### config.mk
export PLATFORM = sky130hd
export DESIGN_NAME = uart_pkt_parser_flat
export DESIGN_NICKNAME = d
export VERILOG_FILES = /design/src/rtl/uart_pkt_pkg.sv /design/src/rtl/uart_pkt_parser_if.sv /design/src/rtl/uart_pkt_buf.sv /design/src/rtl/uart_pkt_parser.sv /design/src/flat_wrapper.sv
export SDC_FILE = /design/constraint.sdc
export NUM_CORES = 1
export LEC_CHECK = 0
export CAP_MARGIN = 20
export CORE_ASPECT_RATIO = 1.1
export CORE_UTILIZATION = 40
export CTS_CLUSTER_SIZE = 30
export DETAILED_ROUTE_END_ITERATION = 10
export GPL_ROUTABILITY_DRIVEN = 0
export GPL_TIMING_DRIVEN = 0
export PLACE_DENSITY = 0.63
export SLEW_MARGIN = 20
export SYNTH_ARGS = -nofsm -noshare
export SYNTH_HDL_FRONTEND = slang
export SYNTH_SLANG_ARGS = --single-unit
### constraint.sdc
create_clock -name clk -period 2.8 [get_ports clk]
set_input_delay 0.7 -clock clk [delete_from_list [all_inputs] [get_ports clk]]
set_output_delay 0.7 -clock clk [all_outputs]
set_load 0.01 [all_outputs]
### src/rtl/uart_pkt_pkg.sv
// Shared constants for the UART packet parser: sync byte, FSM encodings and
// the running-checksum helper.
package uart_pkt_pkg;

  localparam logic [7:0] SYNC_BYTE = 8'hA5;

  localparam logic [2:0] ST_IDLE    = 3'd0;
  localparam logic [2:0] ST_LEN     = 3'd1;
  localparam logic [2:0] ST_PAYLOAD = 3'd2;
  localparam logic [2:0] ST_CSUM    = 3'd3;
  localparam logic [2:0] ST_HOLD    = 3'd4;

  function automatic logic [7:0] csum_add(input logic [7:0] acc, input logic [7:0] b);
    return acc + b;
  endfunction

endpackage

### src/rtl/uart_pkt_parser_if.sv
// Byte-stream input and held-packet read port of the UART packet parser.
interface uart_pkt_parser_if #(
  parameter int MAX_LEN = 16
);
  localparam int LEN_W  = $clog2(MAX_LEN + 1);
  localparam int ADDR_W = (MAX_LEN > 1) ? $clog2(MAX_LEN) : 1;

  logic [7:0]        rx_data;
  logic              rx_done;
  logic              pkt_valid;
  logic              pkt_ready;
  logic [LEN_W-1:0]  pkt_len;
  logic [ADDR_W-1:0] rd_addr;
  logic [7:0]        rd_data;

  // pkt_valid holds (with pkt_len and buffer frozen) until a cycle with
  // pkt_ready high; pkt_valid drops on the following cycle.
  modport master (
    input  rx_data, rx_done, pkt_ready, rd_addr,
    output pkt_valid, pkt_len, rd_data
  );

  modport slave (
    output rx_data, rx_done, pkt_ready, rd_addr,
    input  pkt_valid, pkt_len, rd_data
  );

endinterface

### src/rtl/uart_pkt_buf.sv
// Payload store: register array, synchronous write, asynchronous read.
module uart_pkt_buf #(
  parameter int DEPTH  = 16,
  parameter int ADDR_W = 4
) (
  input  logic              clk,
  input  logic              we_i,
  input  logic [ADDR_W-1:0] waddr_i,
  input  logic [7:0]        wdata_i,
  input  logic [ADDR_W-1:0] raddr_i,
  output logic [7:0]        rdata_o
);

  logic [7:0] mem_q [DEPTH];

  always_ff @(posedge clk) begin
    if (we_i) mem_q[waddr_i] <= wdata_i;
  end

  // Addresses past DEPTH (non power-of-two sizes) read as zero.
  always_comb begin
    rdata_o = 8'h00;
    if (int'(raddr_i) < DEPTH) rdata_o = mem_q[raddr_i];
  end

endmodule

### src/rtl/uart_pkt_parser.sv
// Frames SYNC/LEN/payload/CSUM packets from a UART byte stream and holds good
// ones for the consumer. Optional statistics counters under UART_PKT_STATS_EN.
module uart_pkt_parser
  import uart_pkt_pkg::*;
#(
  parameter int CLK_FREQ     = 50_000_000,
  parameter int BAUD_RATE    = 9600,
  parameter int MAX_LEN      = 16,
  parameter int TIMEOUT_CLKS = (CLK_FREQ / BAUD_RATE) * 20
) (
  input  logic                clk,
  input  logic                rst,
  uart_pkt_parser_if.master   bus,
  output logic                busy,
  output logic                err_len,
  output logic                err_csum,
  output logic                err_timeout,
  output logic                err_overrun,
`ifdef UART_PKT_STATS_EN
  output logic [15:0]         good_cnt,
  output logic [15:0]         err_cnt,
`endif
  output logic [2:0]          dbg_state
);

  localparam int LEN_W  = $clog2(MAX_LEN + 1);
  localparam int ADDR_W = (MAX_LEN > 1) ? $clog2(MAX_LEN) : 1;
  localparam int TMO_W  = $clog2(TIMEOUT_CLKS + 1);
  localparam logic [LEN_W-1:0] LEN_ONE  = LEN_W'(1);
  localparam logic [TMO_W-1:0] TMO_ONE  = TMO_W'(1);
  localparam logic [TMO_W-1:0] TMO_LAST = TMO_W'(TIMEOUT_CLKS - 1);

  logic [2:0]       state_q, state_d;
  logic [LEN_W-1:0] len_q, len_d;
  logic [LEN_W-1:0] idx_q, idx_d;
  logic [7:0]       sum_q, sum_d;
  logic [TMO_W-1:0] tmo_q, tmo_d;
  logic e_len_q, e_len_d, e_csum_q, e_csum_d, e_tmo_q, e_tmo_d, e_ovr_q, e_ovr_d;
  logic             active;
  logic [7:0]       buf_rdata;

  assign active = (state_q == ST_LEN) || (state_q == ST_PAYLOAD) || (state_q == ST_CSUM);

  always_comb begin
    state_d = state_q;
    len_d   = len_q;
    idx_d   = idx_q;
    sum_d   = sum_q;
    tmo_d   = '0;
    e_len_d = 1'b0;
    e_csum_d = 1'b0;
    e_tmo_d = 1'b0;
    e_ovr_d = 1'b0;
    case (state_q)
      ST_IDLE: begin
        if (bus.rx_done && bus.rx_data == SYNC_BYTE) state_d = ST_LEN;
      end
      ST_LEN: begin
        if (bus.rx_done) begin
          if (bus.rx_data != 8'h00 && int'(bus.rx_data) <= MAX_LEN) begin
            len_d   = bus.rx_data[LEN_W-1:0];
            sum_d   = bus.rx_data;
            idx_d   = '0;
            state_d = ST_PAYLOAD;
          end else begin
            e_len_d = 1'b1;
            state_d = ST_IDLE;
          end
        end
      end
      ST_PAYLOAD: begin
        if (bus.rx_done) begin
          sum_d = csum_add(sum_q, bus.rx_data);
          idx_d = idx_q + LEN_ONE;
          if (idx_d == len_q) state_d = ST_CSUM;
        end
      end
      ST_CSUM: begin
        if (bus.rx_done) begin
          if (csum_add(sum_q, bus.rx_data) == 8'h00) begin
            state_d = ST_HOLD;
          end else begin
            e_csum_d = 1'b1;
            state_d  = ST_IDLE;
          end
        end
      end
      ST_HOLD: begin
        // A release cycle also treats the incoming byte as if already idle.
        if (bus.pkt_ready) begin
          state_d = (bus.rx_done && bus.rx_data == SYNC_BYTE) ? ST_LEN : ST_IDLE;
        end else if (bus.rx_done) begin
          e_ovr_d = 1'b1;
        end
      end
      default: state_d = ST_IDLE;
    endcase
    if (active && !bus.rx_done) begin
      if (tmo_q == TMO_LAST) begin
        e_tmo_d = 1'b1;
        state_d = ST_IDLE;
      end else begin
        tmo_d = tmo_q + TMO_ONE;
      end
    end
  end

  always_ff @(posedge clk or posedge rst) begin
    if (rst) begin
      state_q  <= ST_IDLE;
      len_q    <= '0;
      idx_q    <= '0;
      sum_q    <= '0;
      tmo_q    <= '0;
      e_len_q  <= 1'b0;
      e_csum_q <= 1'b0;
      e_tmo_q  <= 1'b0;
      e_ovr_q  <= 1'b0;
    end else begin
      state_q  <= state_d;
      len_q    <= len_d;
      idx_q    <= idx_d;
      sum_q    <= sum_d;
      tmo_q    <= tmo_d;
      e_len_q  <= e_len_d;
      e_csum_q <= e_csum_d;
      e_tmo_q  <= e_tmo_d;
      e_ovr_q  <= e_ovr_d;
    end
  end

  uart_pkt_buf #(.DEPTH(MAX_LEN), .ADDR_W(ADDR_W)) u_buf (
    .clk     (clk),
    .we_i    (bus.rx_done && state_q == ST_PAYLOAD),
    .waddr_i (idx_q[ADDR_W-1:0]),
    .wdata_i (bus.rx_data),
    .raddr_i (bus.rd_addr),
    .rdata_o (buf_rdata)
  );

  assign bus.pkt_valid = (state_q == ST_HOLD);
  assign bus.pkt_len   = len_q;
  assign bus.rd_data   = bus.pkt_valid ? buf_rdata : 8'h00;
  assign busy          = (state_q != ST_IDLE);
  assign err_len       = e_len_q;
  assign err_csum      = e_csum_q;
  assign err_timeout   = e_tmo_q;
  assign err_overrun   = e_ovr_q;
  assign dbg_state     = state_q;

`ifdef UART_PKT_STATS_EN
  logic [15:0] good_q, errc_q;

  always_ff @(posedge clk or posedge rst) begin
    if (rst) begin
      good_q <= '0;
      errc_q <= '0;
    end else begin
      if (state_d == ST_HOLD && state_q != ST_HOLD && good_q != 16'hFFFF)
        good_q <= good_q + 16'd1;
      if ((e_len_d || e_csum_d || e_tmo_d || e_ovr_d) && errc_q != 16'hFFFF)
        errc_q <= errc_q + 16'd1;
    end
  end

  assign good_cnt = good_q;
  assign err_cnt  = errc_q;
`endif

endmodule

### src/flat_wrapper.sv
// flat-port wrapper written by rule: the top's interface ports become plain ports
module uart_pkt_parser_flat import uart_pkt_pkg::*;
#(
  parameter int CLK_FREQ     = 50_000_000,
  parameter int BAUD_RATE    = 9600,
  parameter int MAX_LEN      = 16,
  parameter int TIMEOUT_CLKS = (CLK_FREQ / BAUD_RATE) * 20
)
  (clk, rst, busy, err_len, err_csum, err_timeout, err_overrun, dbg_state, bus_rx_data, bus_rx_done, bus_pkt_ready, bus_rd_addr, bus_pkt_valid, bus_pkt_len, bus_rd_data);
  uart_pkt_parser_if #(.MAX_LEN(MAX_LEN)) bus_i ();
  input  logic clk;
  input  logic rst;
  output logic busy;
  output logic err_len;
  output logic err_csum;
  output logic err_timeout;
  output logic err_overrun;
  output logic [2:0] dbg_state;
  input wire logic [$bits(bus_i.rx_data)-1:0] bus_rx_data;
  input wire logic [$bits(bus_i.rx_done)-1:0] bus_rx_done;
  input wire logic [$bits(bus_i.pkt_ready)-1:0] bus_pkt_ready;
  input wire logic [$bits(bus_i.rd_addr)-1:0] bus_rd_addr;
  output wire logic [$bits(bus_i.pkt_valid)-1:0] bus_pkt_valid;
  output wire logic [$bits(bus_i.pkt_len)-1:0] bus_pkt_len;
  output wire logic [$bits(bus_i.rd_data)-1:0] bus_rd_data;
  assign bus_i.rx_data = bus_rx_data;
  assign bus_i.rx_done = bus_rx_done;
  assign bus_i.pkt_ready = bus_pkt_ready;
  assign bus_i.rd_addr = bus_rd_addr;
  assign bus_pkt_valid = bus_i.pkt_valid;
  assign bus_pkt_len = bus_i.pkt_len;
  assign bus_rd_data = bus_i.rd_data;
  uart_pkt_parser #(.CLK_FREQ(CLK_FREQ), .BAUD_RATE(BAUD_RATE), .MAX_LEN(MAX_LEN), .TIMEOUT_CLKS(TIMEOUT_CLKS)) u_core (.clk(clk), .rst(rst), .bus(bus_i), .busy(busy), .err_len(err_len), .err_csum(err_csum), .err_timeout(err_timeout), .err_overrun(err_overrun), .dbg_state(dbg_state));
endmodule
==> results by group <==
Placed design
  – Half-perimeter wire length of the detailed placement result: 10.3 mm
  – Post-Place Worst Slack: -1.32 ns
  – I/O Buffers: 34

STA
  – Endpoints failing hold: 0
  – Max Transition Viols Final: 0
  – Setup repair after global routing missed its margin: yes
  – Final period demand of the worst path: 3.04 ns
  – Tightest slew margin relative to the limit: 46.3%
  – Post-route clock skew: ~0.016 ns
  – Final period util: 109%
  – Final Worst Setup Slack: -0.244 ns
  – Finish-stage setup viols: 8
  – Fmax: 328 MHz
  – Transition time of the tightest slew-check pin: approximately 0.8 ns

Setup path
  – Type of element launching the critical path: input port
  – Startpoint-to-endpoint class of the critical path: input port to output port
  – Critical Path Sink Type: output port
  – Data arrival, critical path: about 2.3 ns
  – Maximum fanout encountered on the critical timing path: 7
  – Required time reported for the critical path endpoint: 2.10 ns

Finish
  – Final net count: 565
  – Area of combinational cells with multiple inputs: 2440 um^2
  – Layout cell share with drive strength beyond 1: 22.0%
  – Final cell utilization of the core: 49.6%
  – Layout overhead on the synthesized area: 20.2%
  – Fillers: between 1000 and 1500
  – Register Area: 4890 um^2
  – Number of antenna diodes: 0

CTS
  – CTS root buffer: clkbuf_16
  – CTS tree: built
  – Maximum clock insertion buffer count: 2
  – Clock transition at path regs: ~0.060 ns
  – Total number of H-tree levels: 4
  – Clock buffer count from CTS: 17
  – Clk sinks: 170
  – Clock insertion delay at the later pin of the skew report: around 0.43 ns

Synth
  – Post-synthesis async set-or-reset flop share: 24.7%
  – Post-synth net total: 499
  – Predominant post-synthesis flop cell: edfxtp_1
  – Post-synthesis instance area: 7400 um^2
  – Number of enable flip-flop cells after synthesis: 128
  – Fraction of synthesized cell area taken by the top area cell type: 51.9%
  – Yosys synthesis warning count: 0
  – Yosys cell types: 48
  – Top post-synthesis cells by count: edfxtp_1, dfrtp_1, mux4_2
  – Average cell area after synthesis: between 15 and 20 um^2
  – Syn Inst Count: 470
  – Flop and latch count out of synthesis: 170
  – Cell types with the largest area share after synthesis: edfxtp_1, dfrtp_1, mux4_2, xor2_1, ha_1
  – Sequential area share after synthesis: 66.1%
  – Most frequent cell after synthesis: edfxtp_1
  – Cell type with the largest total area after synthesis: edfxtp_1

Global route
  – Maximum number of pins on one net before global-route repair: 31
  – First-pass GRT wire length: around 25 mm
  – Number of global-route vias before repair: 4397
  – GRT overflow: 0
  – GRT Resource Usage Total: 17.7%
  – Number of antenna violations at the first check in global routing: 0

Drt
  – Iteration-0 DRC Markers: 370
  – Number of remaining DRC errors: 0
  – Detailed-router iteration count before antenna repair: 4
  – Via count of the routed design: 4195
  – Routed Antenna Nets: 0
  – Vias per cell: 5.33
  – Wire per inst: 19.6 um
  – Total routed wirelength: 15.5 mm

Die
  – DIE AREA: approximately 19000 um^2
  – Core Region: 17900 um^2
  – Die boundary width: 132 um
  – Die boundary height: about 140 um
  – Starting density of the core: 41.3%
  – Number of placement rows: 51
  – Total I/O pin count: 38

Pwr
  – Largest vdd supply drop: 460 uV
  – Leakage power: roughly 3.2 nW
  – Power density over the cells: ~590 nW/um^2
  – Tot Pwr: 5.27 mW

Outcome
  – Run status: finished, violations left
  – Violated checks: negative setup slack

Run
  – Max Cap Viol: 0

Min path
  – Type of the worst min-delay path: flip-flop to flip-flop
layout make-up:
| class | instances | share of cell area, % |
|---|---|---|
| Tap cell | 238 | 3.35 |
| Timing Repair Buffer | 47 | 5.30 |
| Buffer | 18 | 2.16 |
| Clock buffer | 19 | 4.86 |
| Sequential cell | 170 | 55.0 |
| Multi-Input combinational cell | 264 | 27.4 |
| Clock inverter | 13 | 1.17 |
| Inverter | 18 | 0.759 |
cells in the final DEF (no fill, tap or decap), types with 12 or more instances in the layout:
cell type / count
mux4_2: 40
nor2_1: 33
ha_1: 12
xor2_1: 18
clkdlybuf4s50_1: 18
dfrtp_1: 42
clkbuf_16: 19
edfxtp_1: 128
inv_1: 16
nand2_1: 23
nand3_1: 14
stage by stage:
| step | instance area, um^2 | TNS (ns) | hold slack (ns) | std cells |
|---|---|---|---|---|
| floorplan | 7420 | 0 | 0.453 | 470 |
| global placement | 8060 | -85.97 | 0.476 | 742 |
| detailed placement | 8160 | -52.51 | 0.482 | 748 |
| CTS | 8930 | -1.73 | 0.490 | 789 |
| global route | 8900 | -2.86 | 0.513 | 787 |
| finish | 8900 | -1.58 | 0.487 | 787 |
routing by layer:
layer / vias up / GRT usage, % / share of wire (%)
met2: 118 / 30.6 / 51
met3: 22 / 4.95 / 5.6
met5: - / 0 / 0
met4: 0 / 6.43 / 1.7
li1: 1942 / - / -
met1: 2113 / 21.3 / 42
state kept, by name (all words and copies together), names as in the netlist:
signal,cells
u_core.sum_q,8
u_core.bus.pkt_len,5
u_core.err_csum,1
u_core.dbg_state,3
u_core.tmo_q,17
u_core.err_timeout,1
u_core.err_len,1
u_core.err_overrun,1
u_core.u_buf.mem_q,128
u_core.idx_q,5
worst paths after layout:
kind	slack, ns	to	cells after the start	start
max in group asynchronous	1.80	u_core.tmo_q[11]$_DFF_PP0_	3	rst
hold reg to reg	0.49	u_core.idx_q[4]$_DFFE_PP0P_	1	u_core.idx_q[4]$_DFFE_PP0P_
min in group asynchronous	0.53	u_core.dbg_state[2]$_DFF_PP0_	2	rst
setup / recovery	-0.24	bus_rd_data[7]	7	bus_rd_addr[0]
setup reg to reg	0.46	u_core.u_buf.mem_q[1][5]$_DFFE_PP_	4	u_core.dbg_state[2]$_DFF_PP0_
hold / removal	0.49	u_core.idx_q[4]$_DFFE_PP0P_	1	u_core.idx_q[4]$_DFFE_PP0P_
timing repair:
| item | CTS | global route |
|---|---|---|
| hold buffers | 0 | 0 |
| resized for setup | 81 | 15 |
| gates cloned | 3 | 0 |
| setup buffers | 6 | 0 |
| hold endpoints to repair | 0 | 0 |
| setup endpoints to repair | 15 | 48 |
critical path: stages:
cell and delay [ns]:
buf_16 0.13, buf_12 0.13, buf_12 0.10, mux4_2 0.53, mux4_2 0.46, nor2b_1 0.14, buf_2 0.14
cell families after synthesis:
| family | Yosys count | share of synthesized area, % |
|---|---|---|
| flops | 170 | 66.1 |
| simple gates | 135 | 9.38 |
| mux | 45 | 12.9 |
| compound gates | 44 | 3.92 |
| buf+inv | 36 | 2.18 |
| xor+xnor | 27 | 3.19 |
| fa+ha+maj | 13 | 2.30 |
power by group:
part	switching, mW	total [mW]	internal [mW]
Clock	0.934	2.15	1.21
Sequential	0.0143	2.74	2.73
Combinational	0.203	0.382	0.179
Power figures use the tool's default switching activity.
